[src/rtl/regfile_wb_arbiter_if.sv]
// Write-back request bundle for the two sources sharing the RF write port.
// master: requester side (valid/addr/data out, ready in); slave: arbiter side.
interface regfile_wb_arbiter_if #(
  parameter int RF_ADDR_LEN = 5,
  parameter int RF_DATA_LEN = 32
);
  logic                   wb0_valid;
  logic [RF_ADDR_LEN-1:0] wb0_addr;
  logic [RF_DATA_LEN-1:0] wb0_data;
  logic                   wb0_ready;
  logic                   wb1_valid;
  logic [RF_ADDR_LEN-1:0] wb1_addr;
  logic [RF_DATA_LEN-1:0] wb1_data;
  logic                   wb1_ready;

  modport master (
    output wb0_valid, wb0_addr, wb0_data,
    output wb1_valid, wb1_addr, wb1_data,
    input  wb0_ready, wb1_ready
  );

  modport slave (
    input  wb0_valid, wb0_addr, wb0_data,
    input  wb1_valid, wb1_addr, wb1_data,
    output wb0_ready, wb1_ready
  );
endinterface

[src/rtl/regfile_wb_arbiter.sv]
// Round-robin arbiter sharing the register file write port between ALU (0)
// and LSU (1). Ports: clk, rst, flush, wb (slave bundle), w_en/rd_addr/
// rd_write_data to register_file, conflict_cnt (saturating contention count).
module regfile_wb_arbiter #(
  parameter int RF_ADDR_LEN = 5,
  parameter int RF_DATA_LEN = 32,
  parameter int CNT_LEN     = 8
) (
  input  logic                   clk,
  input  logic                   rst,
  input  logic                   flush,
  regfile_wb_arbiter_if.slave    wb,
  output logic                   w_en,
  output logic [RF_ADDR_LEN-1:0] rd_addr,
  output logic [RF_DATA_LEN-1:0] rd_write_data,
  output logic [CNT_LEN-1:0]     conflict_cnt
);

  logic                   g0;
  logic                   g1;
  logic                   both;
  logic                   last_grant_q;
  logic                   last_grant_d;
  logic                   w_en_q;
  logic                   w_en_d;
  logic [RF_ADDR_LEN-1:0] rd_addr_q;
  logic [RF_ADDR_LEN-1:0] rd_addr_d;
  logic [RF_DATA_LEN-1:0] rd_data_q;
  logic [RF_DATA_LEN-1:0] rd_data_d;
  logic [CNT_LEN-1:0]     cnt_q;
  logic [CNT_LEN-1:0]     cnt_d;

  // Under contention the requester that did not win last is served.
  always_comb begin
    both = wb.wb0_valid & wb.wb1_valid;
    g0 = ~flush & wb.wb0_valid
       & (~wb.wb1_valid | last_grant_q);
    g1 = ~flush & wb.wb1_valid
       & (~wb.wb0_valid | ~last_grant_q);
  end

  assign wb.wb0_ready = g0;
  assign wb.wb1_ready = g1;

  always_comb begin
    last_grant_d = last_grant_q;
    w_en_d       = 1'b0;
    rd_addr_d    = rd_addr_q;
    rd_data_d    = rd_data_q;
    cnt_d        = cnt_q;
    unique case (1'b1)
      g0: begin
        last_grant_d = 1'b0;
        w_en_d       = |wb.wb0_addr;
        rd_addr_d    = wb.wb0_addr;
        rd_data_d    = wb.wb0_data;
      end
      g1: begin
        last_grant_d = 1'b1;
        w_en_d       = |wb.wb1_addr;
        rd_addr_d    = wb.wb1_addr;
        rd_data_d    = wb.wb1_data;
      end
      default: ;
    endcase
    if (both && cnt_q != {CNT_LEN{1'b1}})
      cnt_d = cnt_q + 1'b1;
  end

  always_ff @(posedge clk or posedge rst) begin
    if (rst) begin
      last_grant_q <= 1'b1;
      w_en_q       <= 1'b0;
      rd_addr_q    <= '0;
      rd_data_q    <= '0;
      cnt_q        <= '0;
    end else begin
      last_grant_q <= last_grant_d;
      w_en_q       <= w_en_d;
      rd_addr_q    <= rd_addr_d;
      rd_data_q    <= rd_data_d;
      cnt_q        <= cnt_d;
    end
  end

  assign w_en          = w_en_q;
  assign rd_addr       = rd_addr_q;
  assign rd_write_data = rd_data_q;
  assign conflict_cnt  = cnt_q;

endmodule

[src/flat_wrapper.sv]
// flat-port wrapper written by rule: the top's interface ports become plain ports
module regfile_wb_arbiter_flat 
#(
  parameter int RF_ADDR_LEN = 5,
  parameter int RF_DATA_LEN = 32,
  parameter int CNT_LEN     = 8
)
  (clk, rst, flush, w_en, rd_addr, rd_write_data, conflict_cnt, wb_wb0_valid, wb_wb0_addr, wb_wb0_data, wb_wb1_valid, wb_wb1_addr, wb_wb1_data, wb_wb0_ready, wb_wb1_ready);
  regfile_wb_arbiter_if #(.RF_ADDR_LEN(RF_ADDR_LEN), .RF_DATA_LEN(RF_DATA_LEN)) wb_i ();
  input  logic clk;
  input  logic rst;
  input  logic flush;
  output logic w_en;
  output logic [RF_ADDR_LEN-1:0] rd_addr;
  output logic [RF_DATA_LEN-1:0] rd_write_data;
  output logic [CNT_LEN-1:0] conflict_cnt;
  input wire logic [$bits(wb_i.wb0_valid)-1:0] wb_wb0_valid;
  input wire logic [$bits(wb_i.wb0_addr)-1:0] wb_wb0_addr;
  input wire logic [$bits(wb_i.wb0_data)-1:0] wb_wb0_data;
  input wire logic [$bits(wb_i.wb1_valid)-1:0] wb_wb1_valid;
  input wire logic [$bits(wb_i.wb1_addr)-1:0] wb_wb1_addr;
  input wire logic [$bits(wb_i.wb1_data)-1:0] wb_wb1_data;
  output wire logic [$bits(wb_i.wb0_ready)-1:0] wb_wb0_ready;
  output wire logic [$bits(wb_i.wb1_ready)-1:0] wb_wb1_ready;
  assign wb_i.wb0_valid = wb_wb0_valid;
  assign wb_i.wb0_addr = wb_wb0_addr;
  assign wb_i.wb0_data = wb_wb0_data;
  assign wb_i.wb1_valid = wb_wb1_valid;
  assign wb_i.wb1_addr = wb_wb1_addr;
  assign wb_i.wb1_data = wb_wb1_data;
  assign wb_wb0_ready = wb_i.wb0_ready;
  assign wb_wb1_ready = wb_i.wb1_ready;
  regfile_wb_arbiter #(.RF_ADDR_LEN(RF_ADDR_LEN), .RF_DATA_LEN(RF_DATA_LEN), .CNT_LEN(CNT_LEN)) u_core (.clk(clk), .rst(rst), .flush(flush), .wb(wb_i), .w_en(w_en), .rd_addr(rd_addr), .rd_write_data(rd_write_data), .conflict_cnt(conflict_cnt));
endmodule
[config.mk]
export PLATFORM = sky130hd
export DESIGN_NAME = regfile_wb_arbiter_flat
export DESIGN_NICKNAME = d
export VERILOG_FILES = /design/src/rtl/regfile_wb_arbiter_if.sv /design/src/rtl/regfile_wb_arbiter.sv /design/src/flat_wrapper.sv
export SDC_FILE = /design/constraint.sdc
export NUM_CORES = 1
export LEC_CHECK = 0
export CORE_UTILIZATION = 41
export DETAILED_ROUTE_END_ITERATION = 8
export PLACE_DENSITY = 0.86
export SETUP_SLACK_MARGIN = 0.05
export SYNTH_ARGS = -nofsm -noshare
export SYNTH_HDL_FRONTEND = slang
export SYNTH_SLANG_ARGS = --single-unit
[constraint.sdc]
create_clock -name clk -period 2.8 [get_ports clk]
set_input_delay 0.56 -clock clk [delete_from_list [all_inputs] [get_ports clk]]
set_output_delay 0.56 -clock clk [all_outputs]
set_load 0.05 [all_outputs]
==> qor.csv <==
stage,metric,value,unit
routing,drc,0,
routing,drt_wl_total,5.56,mm
routing,drtIter0Drc,74,
worst_setup_path,r2r_setup_slack,1.18,ns
floorplanning,fp.dieW,75.4,µm
routing,routed_via_density,4.88,
global_route,grt_antenna_before_repair,0,
pwr,swShare,0.392,
routing,dr.pass1.iters,4,
global_route,grt_pass1_vias,1871,
floorplanning,start_util,0.430,
sta,fin_setup_tns,0,ns
clock_network,cts.htree.levels,2,
sta,tightest_slew,0.519,ns
synth,synth.most_common_cell,dfrtp_1,
worst_setup_path,path_class,input port to output pin,
synth,ys_types,27,
sta,finalMaxSlewViolations,0,
worst_setup_path,endpoint_kind,output pin,
sta,min_period,2.32,ns
synth,ys_async_sr_fraction,1.00,
run_status,status,finished clean,
final_layout,layout-drive-gt1-share,0.0529,
pwr,power.switching,950,µW
final_layout,regArea,0.00118,mm²
final_layout,area_growth,66.5,%
clock_network,cts_buffers,5,
clock_network,insertion_delay,0.29,ns
pwr,p_comb_frac,0.429,
placement,io_buffer_count,126,
synth,synth.area.top_cells,"dfrtp_1, mux2i_1, nand2_1",
placement,hpwl,4.25,mm
worst_setup_path,reg2regPathDepth,5,
min_path,min_path_type,flop to flop,
global_route,grt_usage,0.203,
synth,netlist_instances,215,
routing,vias,2001,
run,maxCapViolations,0,
clock_network,path_clk_slew,0.08,ns
worst_setup_path,critPathLaunchType,input port,
floorplanning,num_rows,26,
synth,synth_top_area_share,0.521,
sta,clock_skew,0.00560,ns
worst_setup_path,worstPathRequired,2.24,ns
final_layout,layout.cells.non_filler,410,
worst_setup_path,crit_arrival,1.76,ns
synth,syn_nets,295,
pwr,p_leak,0.00171,µW
floorplanning,die_y,75.4,µm
synth,synth_edf_count,0,
clock_network,clock_sinks,47,
global_route,top_usage_layer,met2,
global_route,grt_use_met3,0.0648,
worst_setup_path,r2r_start,u_core.conflict_cnt[0]$_DFFE_PP0P_,
synth,synthFlopType,dfrtp_1,
final_layout,fillers,398,
clock_network,cts_hold_buf,0,
worst_setup_path,r2r_end,u_core.conflict_cnt[6]$_DFFE_PP0P_,
clock_network,postCtsResizedCells,0,
final_layout,multiInputGateArea,955,µm²
placement,place_congestion,0.770,
clock_network,cts_tree,yes,
synth,syn_area_per_cell,10.3,µm²
synth,synth_area,0.00221,mm²
synth,yosys.area.top_type,dfrtp_1,
sta,fin_crit_sh,0.830,
pwr,peakVddDrop,0.350,mV
floorplanning,core,0.00514,mm²
sta,slew_headroom,0.653,
final_layout,final_net_count,419,
sta,rsz0062_at_grt,no,
sta,hold_viol,0,
min_path,worstHoldPathCells,2,
routing,postRouteAntennaNets,0,
min_path,hold_path_end,u_core.rd_write_data[9]$_DFFE_PP0P_,
global_route,grt-ovfl-total,0,
floorplanning,dieArea,0.00568,mm²
global_route,grt_use_met1,0.240,
synth,yosys_warnings,0,
routing,wl_per_cell,13.6,µm
sta,setup_violations,0,
sta,fmax,0.430,GHz
min_path,worstHoldStart,u_core.rd_write_data[9]$_DFFE_PP0P_,
synth,yosys-top-cells-count,"dfrtp_1, nand2_1, mux2i_1, o21ai_0, o21ai_1",
pwr,p_int,1480,µW
clock_network,cts-root-buf,clkbuf_8,
synth,ys_seq_elements,47,
placement,place_inst,402,
pwr,pwr_density_cell,660,mW/mm²
global_route,grtUsageMet2,0.354,
clock_network,post-cts-setup-buffers,0,
synth,ys_seq_area_frac,0.533,
floorplanning,pin_count,127,
global_route,grt_start_max_net_pins,75,
global_route,grt_pass1_wl,8.61,mm
pwr,seq_power_share,0.372,
pwr,p_clk_frac,0.199,
worst_setup_path,path_max_fanout,6,
final_layout,n_antenna_cell,0,
clock_network,clk_path_buf_depth,2,
## power by group through the flow
stage	Clock [µW]	Sequential, µW	Combinational (µW)
6_report	482	903	1040
5_1_grt	522	921	1100
4_1_cts	492	903	1050
3_5_place_dp	0	916	1050
3_3_place_gp	0	907	1040
2_1_floorplan	0	1320	214
## area by class of cell
class / count / share of cell area
Tap cell: 70 / 0.0238
Sequential cell: 47 / 0.320
Clock buffer: 7 / 0.0208
Multi-Input combinational cell: 151 / 0.260
Clock inverter: 1 / 0.00817
Inverter: 4 / 0.00408
Timing Repair Buffer: 130 / 0.363
## per-stage QoR
step                      cell area (µm²)  total power, µW  hold WS [ns]  worst slack [ns]  utilization
final                                3680             2430         0.484             0.477        0.715
after global routing                 3680             2540         0.510             0.387        0.715
after floorplan                      2210             1530         0.471             0.694            -
after CTS                            3680             2450         0.488             0.463        0.715
after global placement               3570             1940         0.461             0.531        0.695
after detailed placement             3570             1970         0.469             0.474        0.695
## critical path, stage by stage
cell and delay (ns):
clkdlybuf4s50_1 0.62, nand2b_1 0.12, a21o_2 0.23, inv_1 0.09, buf_12 0.14
## flip-flops by register name (all words and copies together) (netlist names)
name / flops
u_core.rd_write_data: 32
u_core.w_en: 1
u_core.conflict_cnt: 8
u_core.rd_addr: 5
u_core.last_grant_q: 1
## layout by cell type, fill, tap and decap left out, types with 4 or more instances in the layout
master and count:
buf_12 4, o21ai_0 32, nand3_1 5, clkdlybuf4s50_1 124, o21ai_1 8, mux2i_1 38
nor2_1 4, nand2_1 44, dfrtp_1 46, clkbuf_8 5
## routing by layer
layer | vias to the layer above | share of wire | wire (µm)
li1 | 992 | - | -
met1 | 915 | 0.41 | 2260
met2 | 84 | 0.50 | 2790
met3 | 10 | 0.075 | 418
met4 | 0 | 0.016 | 91
met5 | - | 0 | 0
## worst max-delay path by stage
| stage | depth (start not counted) | startpoint | endpoint |
|---|---|---|---|
| after global placement | 5 | wb_wb1_valid | wb_wb1_ready |
| after CTS | 4 | wb_wb0_valid | wb_wb0_ready |
| final | 5 | wb_wb1_valid | wb_wb1_ready |
| after floorplan | 6 | flush | wb_wb1_ready |
| after detailed placement | 4 | wb_wb0_valid | wb_wb0_ready |
| after global routing | 5 | wb_wb1_valid | wb_wb1_ready |
## cell families after synthesis
kind of cell    share of synthesized area
buf+inv                            0.0402
flops                               0.533
compound gates                      0.108
xor+xnor                           0.0119
mux                                 0.182
fa+ha+maj                         0.00566
simple gates                        0.118
No activity file was read; power rests on OpenSTA's default activity.
